===== config.mk =====
export PLATFORM = sky130hd
export DESIGN_NAME = blackjack_round_controller_flat
export DESIGN_NICKNAME = d
export VERILOG_FILES = /design/src/rtl/blackjack_round_controller_if.sv /design/src/rtl/blackjack_round_controller.sv /design/src/flat_wrapper.sv
export SDC_FILE = /design/constraint.sdc
export NUM_CORES = 1
export LEC_CHECK = 0
export ABC_AREA = 0
export CAP_MARGIN = 20
export CORE_AREA = 2 2 83 85
export DETAILED_ROUTE_END_ITERATION = 8
export DIE_AREA = 0 0 85 87
export RECOVER_POWER = 25
export SETUP_SLACK_MARGIN = 0.4
export SKIP_CTS_REPAIR_TIMING = 1
export SLEW_MARGIN = 20
export SYNTH_ARGS = -nofsm -noshare
export SYNTH_HDL_FRONTEND = slang
export SYNTH_SLANG_ARGS = --single-unit

===== constraint.sdc =====
create_clock -name clk -period 3.2 [get_ports clk]
set_clock_uncertainty 0.1 [all_clocks]
set_input_delay 0.64 -clock clk [delete_from_list [all_inputs] [get_ports clk]]
set_output_delay 0.64 -clock clk [all_outputs]
set_load 0.05 [all_outputs]

===== src/rtl/blackjack_round_controller_if.sv =====
// Bus between the blackjack round controller and its neighbours: user input
// pulses, card source handshake, result calculator and status outputs.
interface blackjack_round_controller_if;
  logic       start;
  logic       bet_inc;
  logic       bet_confirm;
  logic       hit;
  logic       stand;
  logic       card_valid;
  logic [3:0] card_rank;
  logic [3:0] player1_newmoney;
  logic [3:0] player2_newmoney;
  logic       card_req;
  logic [7:0] state;
  logic [3:0] player1_money;
  logic [3:0] player2_money;
  logic [3:0] game_money;
  logic [5:0] player1_card;
  logic [5:0] player2_card;

  modport master (
    output start, bet_inc, bet_confirm, hit, stand, card_valid, card_rank,
           player1_newmoney, player2_newmoney,
    input  card_req, state, player1_money, player2_money, game_money,
           player1_card, player2_card
  );

  modport slave (
    input  start, bet_inc, bet_confirm, hit, stand, card_valid, card_rank,
           player1_newmoney, player2_newmoney,
    output card_req, state, player1_money, player2_money, game_money,
           player1_card, player2_card
  );
endinterface


===== src/rtl/blackjack_round_controller.sv =====
// Two-player blackjack round sequencer: bet, deal, turns, settlement.
// Optional feature macro AUTO_STAND_21_EN: a hand sum of exactly 21 ends
// the active player's turn automatically (same latency as a bust).
module blackjack_round_controller #(
  parameter logic [3:0] INIT_MONEY = 4'd7
) (
  input logic                          clk,
  input logic                          rst_n,
  blackjack_round_controller_if.slave  bus
);
  localparam logic [7:0] S_IDLE     = 8'b00000001;
  localparam logic [7:0] S_BET      = 8'b00000010;
  localparam logic [7:0] S_DEAL_P1  = 8'b00000100;
  localparam logic [7:0] S_DEAL_P2  = 8'b00001000;
  localparam logic [7:0] S_P1_TURN  = 8'b00010000;
  localparam logic [7:0] S_P2_TURN  = 8'b00100000;
  localparam logic [7:0] S_GAMEOVER = 8'b01000000;
  localparam logic [7:0] S_RESULT   = 8'b10000000;

`ifdef AUTO_STAND_21_EN
  localparam logic AUTO21 = 1'b1;
`else
  localparam logic AUTO21 = 1'b0;
`endif

  logic [7:0] state, state_nxt;
  logic [3:0] money1, money2, bet;
  logic [3:0] money1_nxt, money2_nxt, bet_nxt;
  logic [5:0] sum1, sum2, sum1_nxt, sum2_nxt;
  logic       card_req, card_req_nxt;
  logic       deal_cnt, deal_cnt_nxt;   // 1 once the first deal card of a player is in

  logic       legal, take, done1, done2, quit_req;
  logic [5:0] pts;
  logic [3:0] min_money;

  // Ranks 0/14/15 are not cards: they never transfer and keep card_req high.
  assign legal     = (bus.card_rank >= 4'd1) && (bus.card_rank <= 4'd13);
  assign take      = card_req && bus.card_valid && legal;
  assign pts       = (bus.card_rank > 4'd10) ? 6'd10 : {2'b00, bus.card_rank};
  assign min_money = (money1 < money2) ? money1 : money2;
  // Turn ends from the registered sum, so it lands one edge after the transfer.
  assign done1     = (sum1 > 6'd21) || (AUTO21 && (sum1 == 6'd21));
  assign done2     = (sum2 > 6'd21) || (AUTO21 && (sum2 == 6'd21));
  // stand is only honoured with no card outstanding
  assign quit_req  = bus.stand && !card_req;

  // State register
  always_ff @(posedge clk or negedge rst_n) begin
    if (!rst_n) state <= S_IDLE;
    else        state <= state_nxt;
  end

  // Next-state decode
  always_comb begin
    state_nxt = state;
    case (state)
      S_IDLE:     if (bus.start) state_nxt = S_BET;
      S_BET:      if (bus.bet_confirm) state_nxt = S_DEAL_P1;
      S_DEAL_P1:  if (take && deal_cnt) state_nxt = S_DEAL_P2;
      S_DEAL_P2:  if (take && deal_cnt) state_nxt = S_P1_TURN;
      S_P1_TURN:  if (done1 || quit_req) state_nxt = S_P2_TURN;
      S_P2_TURN:  if (done2 || quit_req) state_nxt = S_RESULT;
      S_RESULT:   state_nxt = ((bus.player1_newmoney == 4'd0) ||
                               (bus.player2_newmoney == 4'd0)) ? S_GAMEOVER : S_IDLE;
      S_GAMEOVER: if (bus.start) state_nxt = S_IDLE;
      default:    state_nxt = S_IDLE;
    endcase
  end

  // Datapath next values per phase
  always_comb begin
    money1_nxt   = money1;
    money2_nxt   = money2;
    bet_nxt      = bet;
    sum1_nxt     = sum1;
    sum2_nxt     = sum2;
    card_req_nxt = card_req;
    deal_cnt_nxt = deal_cnt;
    case (state)
      S_IDLE: if (bus.start) begin
        sum1_nxt = 6'd0;
        sum2_nxt = 6'd0;
        bet_nxt  = 4'd1;
      end
      S_BET: begin
        if (bus.bet_inc && (bet < min_money)) bet_nxt = bet + 4'd1;
        if (bus.bet_confirm) begin
          card_req_nxt = 1'b1;
          deal_cnt_nxt = 1'b0;
        end
      end
      // card_req stays high across the P1->P2 deal boundary
      S_DEAL_P1: if (take) begin
        sum1_nxt     = sum1 + pts;
        deal_cnt_nxt = ~deal_cnt;
      end
      S_DEAL_P2: if (take) begin
        sum2_nxt     = sum2 + pts;
        deal_cnt_nxt = ~deal_cnt;
        if (deal_cnt) card_req_nxt = 1'b0;
      end
      S_P1_TURN: begin
        if (take) begin
          sum1_nxt     = sum1 + pts;
          card_req_nxt = 1'b0;
        end else if (bus.hit && !bus.stand && !card_req && !done1) begin
          card_req_nxt = 1'b1;
        end
      end
      S_P2_TURN: begin
        if (take) begin
          sum2_nxt     = sum2 + pts;
          card_req_nxt = 1'b0;
        end else if (bus.hit && !bus.stand && !card_req && !done2) begin
          card_req_nxt = 1'b1;
        end
      end
      S_RESULT: begin
        money1_nxt = bus.player1_newmoney;
        money2_nxt = bus.player2_newmoney;
        bet_nxt    = 4'd0;
      end
      S_GAMEOVER: if (bus.start) begin
        money1_nxt = INIT_MONEY;
        money2_nxt = INIT_MONEY;
      end
      default: card_req_nxt = 1'b0;
    endcase
  end

  // Datapath registers
  always_ff @(posedge clk or negedge rst_n) begin
    if (!rst_n) begin
      money1   <= INIT_MONEY;
      money2   <= INIT_MONEY;
      bet      <= 4'd0;
      sum1     <= 6'd0;
      sum2     <= 6'd0;
      card_req <= 1'b0;
      deal_cnt <= 1'b0;
    end else begin
      money1   <= money1_nxt;
      money2   <= money2_nxt;
      bet      <= bet_nxt;
      sum1     <= sum1_nxt;
      sum2     <= sum2_nxt;
      card_req <= card_req_nxt;
      deal_cnt <= deal_cnt_nxt;
    end
  end

  assign bus.state         = state;
  assign bus.card_req      = card_req;
  assign bus.player1_money = money1;
  assign bus.player2_money = money2;
  assign bus.game_money    = bet;
  assign bus.player1_card  = sum1;
  assign bus.player2_card  = sum2;
endmodule


===== src/flat_wrapper.sv =====
// flat-port wrapper written by rule: the top's interface ports become plain ports
module blackjack_round_controller_flat 
#(
  parameter logic [3:0] INIT_MONEY = 4'd7
)
  (clk, rst_n, bus_start, bus_bet_inc, bus_bet_confirm, bus_hit, bus_stand, bus_card_valid, bus_card_rank, bus_player1_newmoney, bus_player2_newmoney, bus_card_req, bus_state, bus_player1_money, bus_player2_money, bus_game_money, bus_player1_card, bus_player2_card);
  blackjack_round_controller_if bus_i ();
  input logic clk;
  input logic rst_n;
  input wire logic [$bits(bus_i.start)-1:0] bus_start;
  input wire logic [$bits(bus_i.bet_inc)-1:0] bus_bet_inc;
  input wire logic [$bits(bus_i.bet_confirm)-1:0] bus_bet_confirm;
  input wire logic [$bits(bus_i.hit)-1:0] bus_hit;
  input wire logic [$bits(bus_i.stand)-1:0] bus_stand;
  input wire logic [$bits(bus_i.card_valid)-1:0] bus_card_valid;
  input wire logic [$bits(bus_i.card_rank)-1:0] bus_card_rank;
  input wire logic [$bits(bus_i.player1_newmoney)-1:0] bus_player1_newmoney;
  input wire logic [$bits(bus_i.player2_newmoney)-1:0] bus_player2_newmoney;
  output wire logic [$bits(bus_i.card_req)-1:0] bus_card_req;
  output wire logic [$bits(bus_i.state)-1:0] bus_state;
  output wire logic [$bits(bus_i.player1_money)-1:0] bus_player1_money;
  output wire logic [$bits(bus_i.player2_money)-1:0] bus_player2_money;
  output wire logic [$bits(bus_i.game_money)-1:0] bus_game_money;
  output wire logic [$bits(bus_i.player1_card)-1:0] bus_player1_card;
  output wire logic [$bits(bus_i.player2_card)-1:0] bus_player2_card;
  assign bus_i.start = bus_start;
  assign bus_i.bet_inc = bus_bet_inc;
  assign bus_i.bet_confirm = bus_bet_confirm;
  assign bus_i.hit = bus_hit;
  assign bus_i.stand = bus_stand;
  assign bus_i.card_valid = bus_card_valid;
  assign bus_i.card_rank = bus_card_rank;
  assign bus_i.player1_newmoney = bus_player1_newmoney;
  assign bus_i.player2_newmoney = bus_player2_newmoney;
  assign bus_card_req = bus_i.card_req;
  assign bus_state = bus_i.state;
  assign bus_player1_money = bus_i.player1_money;
  assign bus_player2_money = bus_i.player2_money;
  assign bus_game_money = bus_i.game_money;
  assign bus_player1_card = bus_i.player1_card;
  assign bus_player2_card = bus_i.player2_card;
  blackjack_round_controller #(.INIT_MONEY(INIT_MONEY)) u_core (.clk(clk), .rst_n(rst_n), .bus(bus_i));
endmodule

==> results by group <==
Status
  • Status: finished with violations
  • Violated checks: capacitance limit, slew limit

Min path
  • Hold path start: u_core.bus.player2_money[1]$_DFFE_PN1P_
  • Worst min-delay path endpoint: u_core.bus.player2_money[1]$_DFFE_PN1P_
  • Hold/Removal Path Class: reg -> reg
  • Hold Path Stages: 2

Global route
  • First-pass GRT wire length: a little under 10000 um
  • Vias in the first global route: roughly 2000
  • Initial antenna violation count: 0
  • Largest net degree at the start of global routing: 35
  • Overall routing resource usage: 16.1%
  • Total grt overflow: 0

Finish
  • Nets: 338
  • Fill count: roughly 610
  • Most frequent cells in the layout: clkdlybuf4s50_1 (51), nor2_1 (29), dfrtp_1 (25), a21oi_1 (14), ha_1 (14)
  • Most common cell after layout, fill and taps aside: clkdlybuf4s50_1
  • Layout cells sized above 1: between 15 and 20%
  • Area growth syn-to-layout: 37.6%
  • Area of the multi-input gates: between 0.001 and 0.0015 mm^2
  • Reg area: approximately 860 um^2
  • N_diodes: 0

Die
  • Initial Util: roughly a third
  • I/O Pins: between 50 and 60
  • DIE AREA: approximately 0.0074 mm^2
  • CORE AREA: between 0.006 and 0.007 mm^2
  • Die W: 85 um
  • # rows: 30
  • Vert. Die Dim: 87 um

Synth
  • Post-synth top flop: dfrtp_1
  • Syn avg cell area: approximately 9.4 um^2
  • Number of flops mapped to enable cells by yosys: 0
  • Syn Nets: 274
  • Async set or reset register ratio after synthesis: 100%
  • Flops & latches, synth: 34
  • Seq/Total Area, Yosys: between 30 and 40%
  • Synth cell types: between 50 and 60
  • Synth Instances: 236
  • YS warnings: 0
  • Synthesized area: ~0.0022 mm^2

Route
  • Post-route ant nets: 0
  • DRC Markers: 0
  • WL/cell: roughly 15 um
  • Post-Route WL: about 5700 um
  • Drt via density: approximately 5.3
  • Pre-antenna DRT Iters: 5
  • DR vias: between 2000 and 2500
  • DRT iter0 DRCs: 70

Clock tree
  • Root buffer cell: clkbuf_8
  • H-tree depth: 2
  • Skew-Pair Late Insertion Delay: 0.29 ns
  • Maximum buffer depth of the clock tree: 2
  • Num CTS Buffers: 5
  • CTS tree: yes
  • Clock Sinks: 34
  • Reg clk slew, reported paths: about 0.060 ns

Placed design
  • Detailed Place HPWL: 4350 um
  • IO buf count: 52
  • Place WS: around 0.028 ns
  • RePlAce Congestion: around 0.81

STA
  • Smallest setup slack after layout: between 0.05 and 0.06 ns
  • RSZ-0062 raised after global routing: yes
  • Final count of hold timing violations: 0
  • Max Freq: between 300 and 400 MHz
  • Final min period: 3.14 ns
  • Max-slew violation count: 35
  • Relative slew slack: -27.5%
  • Setup-failing EPs final: 0
  • Slew at the pin with the worst max-slew slack: 1.91 ns
  • Period utilization: a little under 100%

Power and ir drop
  • Pwr/cell area: ~700 mW/mm^2
  • Leakage: 1.30 nW
  • Max rail drop VDD: ~370 uV
  • Pwr Total: between 2 and 2.5 mW

Setup path
  • CP Data Arrival Time: roughly 3.2 ns
  • R2r setup slk: between 0.05 and 0.06 ns
  • Reg2reg path depth: 13
  • Reg2reg end: u_core.bus.game_money[0]$_DFFE_PN0P_
  • Startpoint Class: register
  • Setup CP Type: reg -> reg
  • RR Startpoint: u_core.bus.player2_money[2]$_DFFE_PN1P_
  • Highest net fanout along the worst path: 4
  • CP Capture Type: register
  • Req. time, crit path: 3.28 ns

Job
  • Max-cap violations: 1
-- routing by layer --
metal  track usage [%]  wire [um]  vias up
li1                  -          -     1004
met1              22.1       2700      965
met2              25.9       2750       49
met3              3.89        256        5
met4              3.75         45        0
met5                 0          0        -
-- per-stage QoR --
stage / hold slack, ns / util (%) / instance area (um^2) / setup TNS, ns / std cells
floorplan: 0.244 / - / 2270 / 0 / 236
global placement: 0.370 / 44.2 / 2900 / 0 / 368
detailed placement: 0.371 / 44.2 / 2900 / 0 / 368
CTS: 0.385 / 45.4 / 2980 / 0 / 376
global route: 0.420 / 46.7 / 3070 / -0.187 / 381
finish: 0.390 / 46.7 / 3070 / 0 / 381
-- registers in the layout, summed over array words and instances (netlist names) --
signal / flops
u_core.bus.card_req: 1
u_core.bus.game_money: 4
u_core.bus.player1_card: 6
u_core.bus.player1_money: 4
u_core.bus.player2_card: 6
u_core.bus.player2_money: 4
u_core.bus.state: 8
u_core.deal_cnt: 1
-- synthesized netlist by cell type, types with 4 or more instances --
library cell | instances | share of area, %
o22a_1 | 4 | 1.6
inv_1 | 12 | 2.0
a22o_1 | 6 | 2.4
nand3_1 | 7 | 1.6
nand2_1 | 9 | 1.5
a21o_1 | 7 | 2.4
xnor2_1 | 5 | 2.0
nor2b_1 | 7 | 2.0
xor2_1 | 6 | 2.4
nor2_1 | 29 | 4.9
a21oi_1 | 15 | 3.4
dfstp_2 | 7 | 8.3
dfrtp_1 | 27 | 30
nor4_1 | 5 | 1.4
o21ai_0 | 11 | 2.5
ha_1 | 16 | 9.0
-- worst max path at each step --
stage | from | endpoint | slack [ns] | depth (start not counted)
final | u_core.bus.player2_money[2]$_DFFE_PN1P_ | u_core.bus.game_money[0]$_DFFE_PN0P_ | 0.06 | 13
after detailed placement | u_core.bus.player2_money[2]$_DFFE_PN1P_ | u_core.bus.game_money[0]$_DFFE_PN0P_ | 0.03 | 13
after global routing | u_core.bus.player2_money[2]$_DFFE_PN1P_ | u_core.bus.game_money[0]$_DFFE_PN0P_ | -0.08 | 13
after floorplan | u_core.bus.player2_money[2]$_DFFE_PN1P_ | u_core.bus.game_money[0]$_DFFE_PN0P_ | 0.05 | 13
after global placement | u_core.bus.player2_money[2]$_DFFE_PN1P_ | u_core.bus.game_money[0]$_DFFE_PN0P_ | 0.15 | 13
after CTS | u_core.bus.player2_money[2]$_DFFE_PN1P_ | u_core.bus.game_money[0]$_DFFE_PN0P_ | 0.01 | 13
-- layout make-up --
type	count	share of cell area (%)
Tap cell	80	3.27
Multi-Input combinational cell	185	45.2
Clock buffer	8	2.61
Inverter	12	1.47
Timing Repair Buffer	62	19.3
Sequential cell	34	28.1
-- kinds of logic (layout without fill, tap and decap cells) --
group           after synthesis  after routing  synth area share [%]
mux                           3              3                  1.46
compound gates               66             66                  20.3
buf+inv                      17             82                  2.98
flops                        34             34                  38.6
fa+ha+maj                    18             18                  10.8
simple gates                 87             87                  21.5
xor+xnor                     11             11                  4.33
-- power by group --
part,internal [mW],switching [mW]
clock,0.155,0.155
combinational,0.503,0.693
sequential,0.520,0.117
-- worst max-delay path, cell delays in order, from the launching register on --
cell,delay (ns)
dfstp_2,0.54
inv_2,0.06
ha_4,0.21
a21o_4,0.22
a221oi_4,0.33
nor2_1,0.07
a21oi_1,0.14
ha_1,0.28
a21oi_2,0.16
o2111ai_2,0.11
a211oi_2,0.32
o21bai_1,0.12
nor2b_1,0.14
a311oi_1,0.25
No activity file was read; power rests on OpenSTA's default activity.
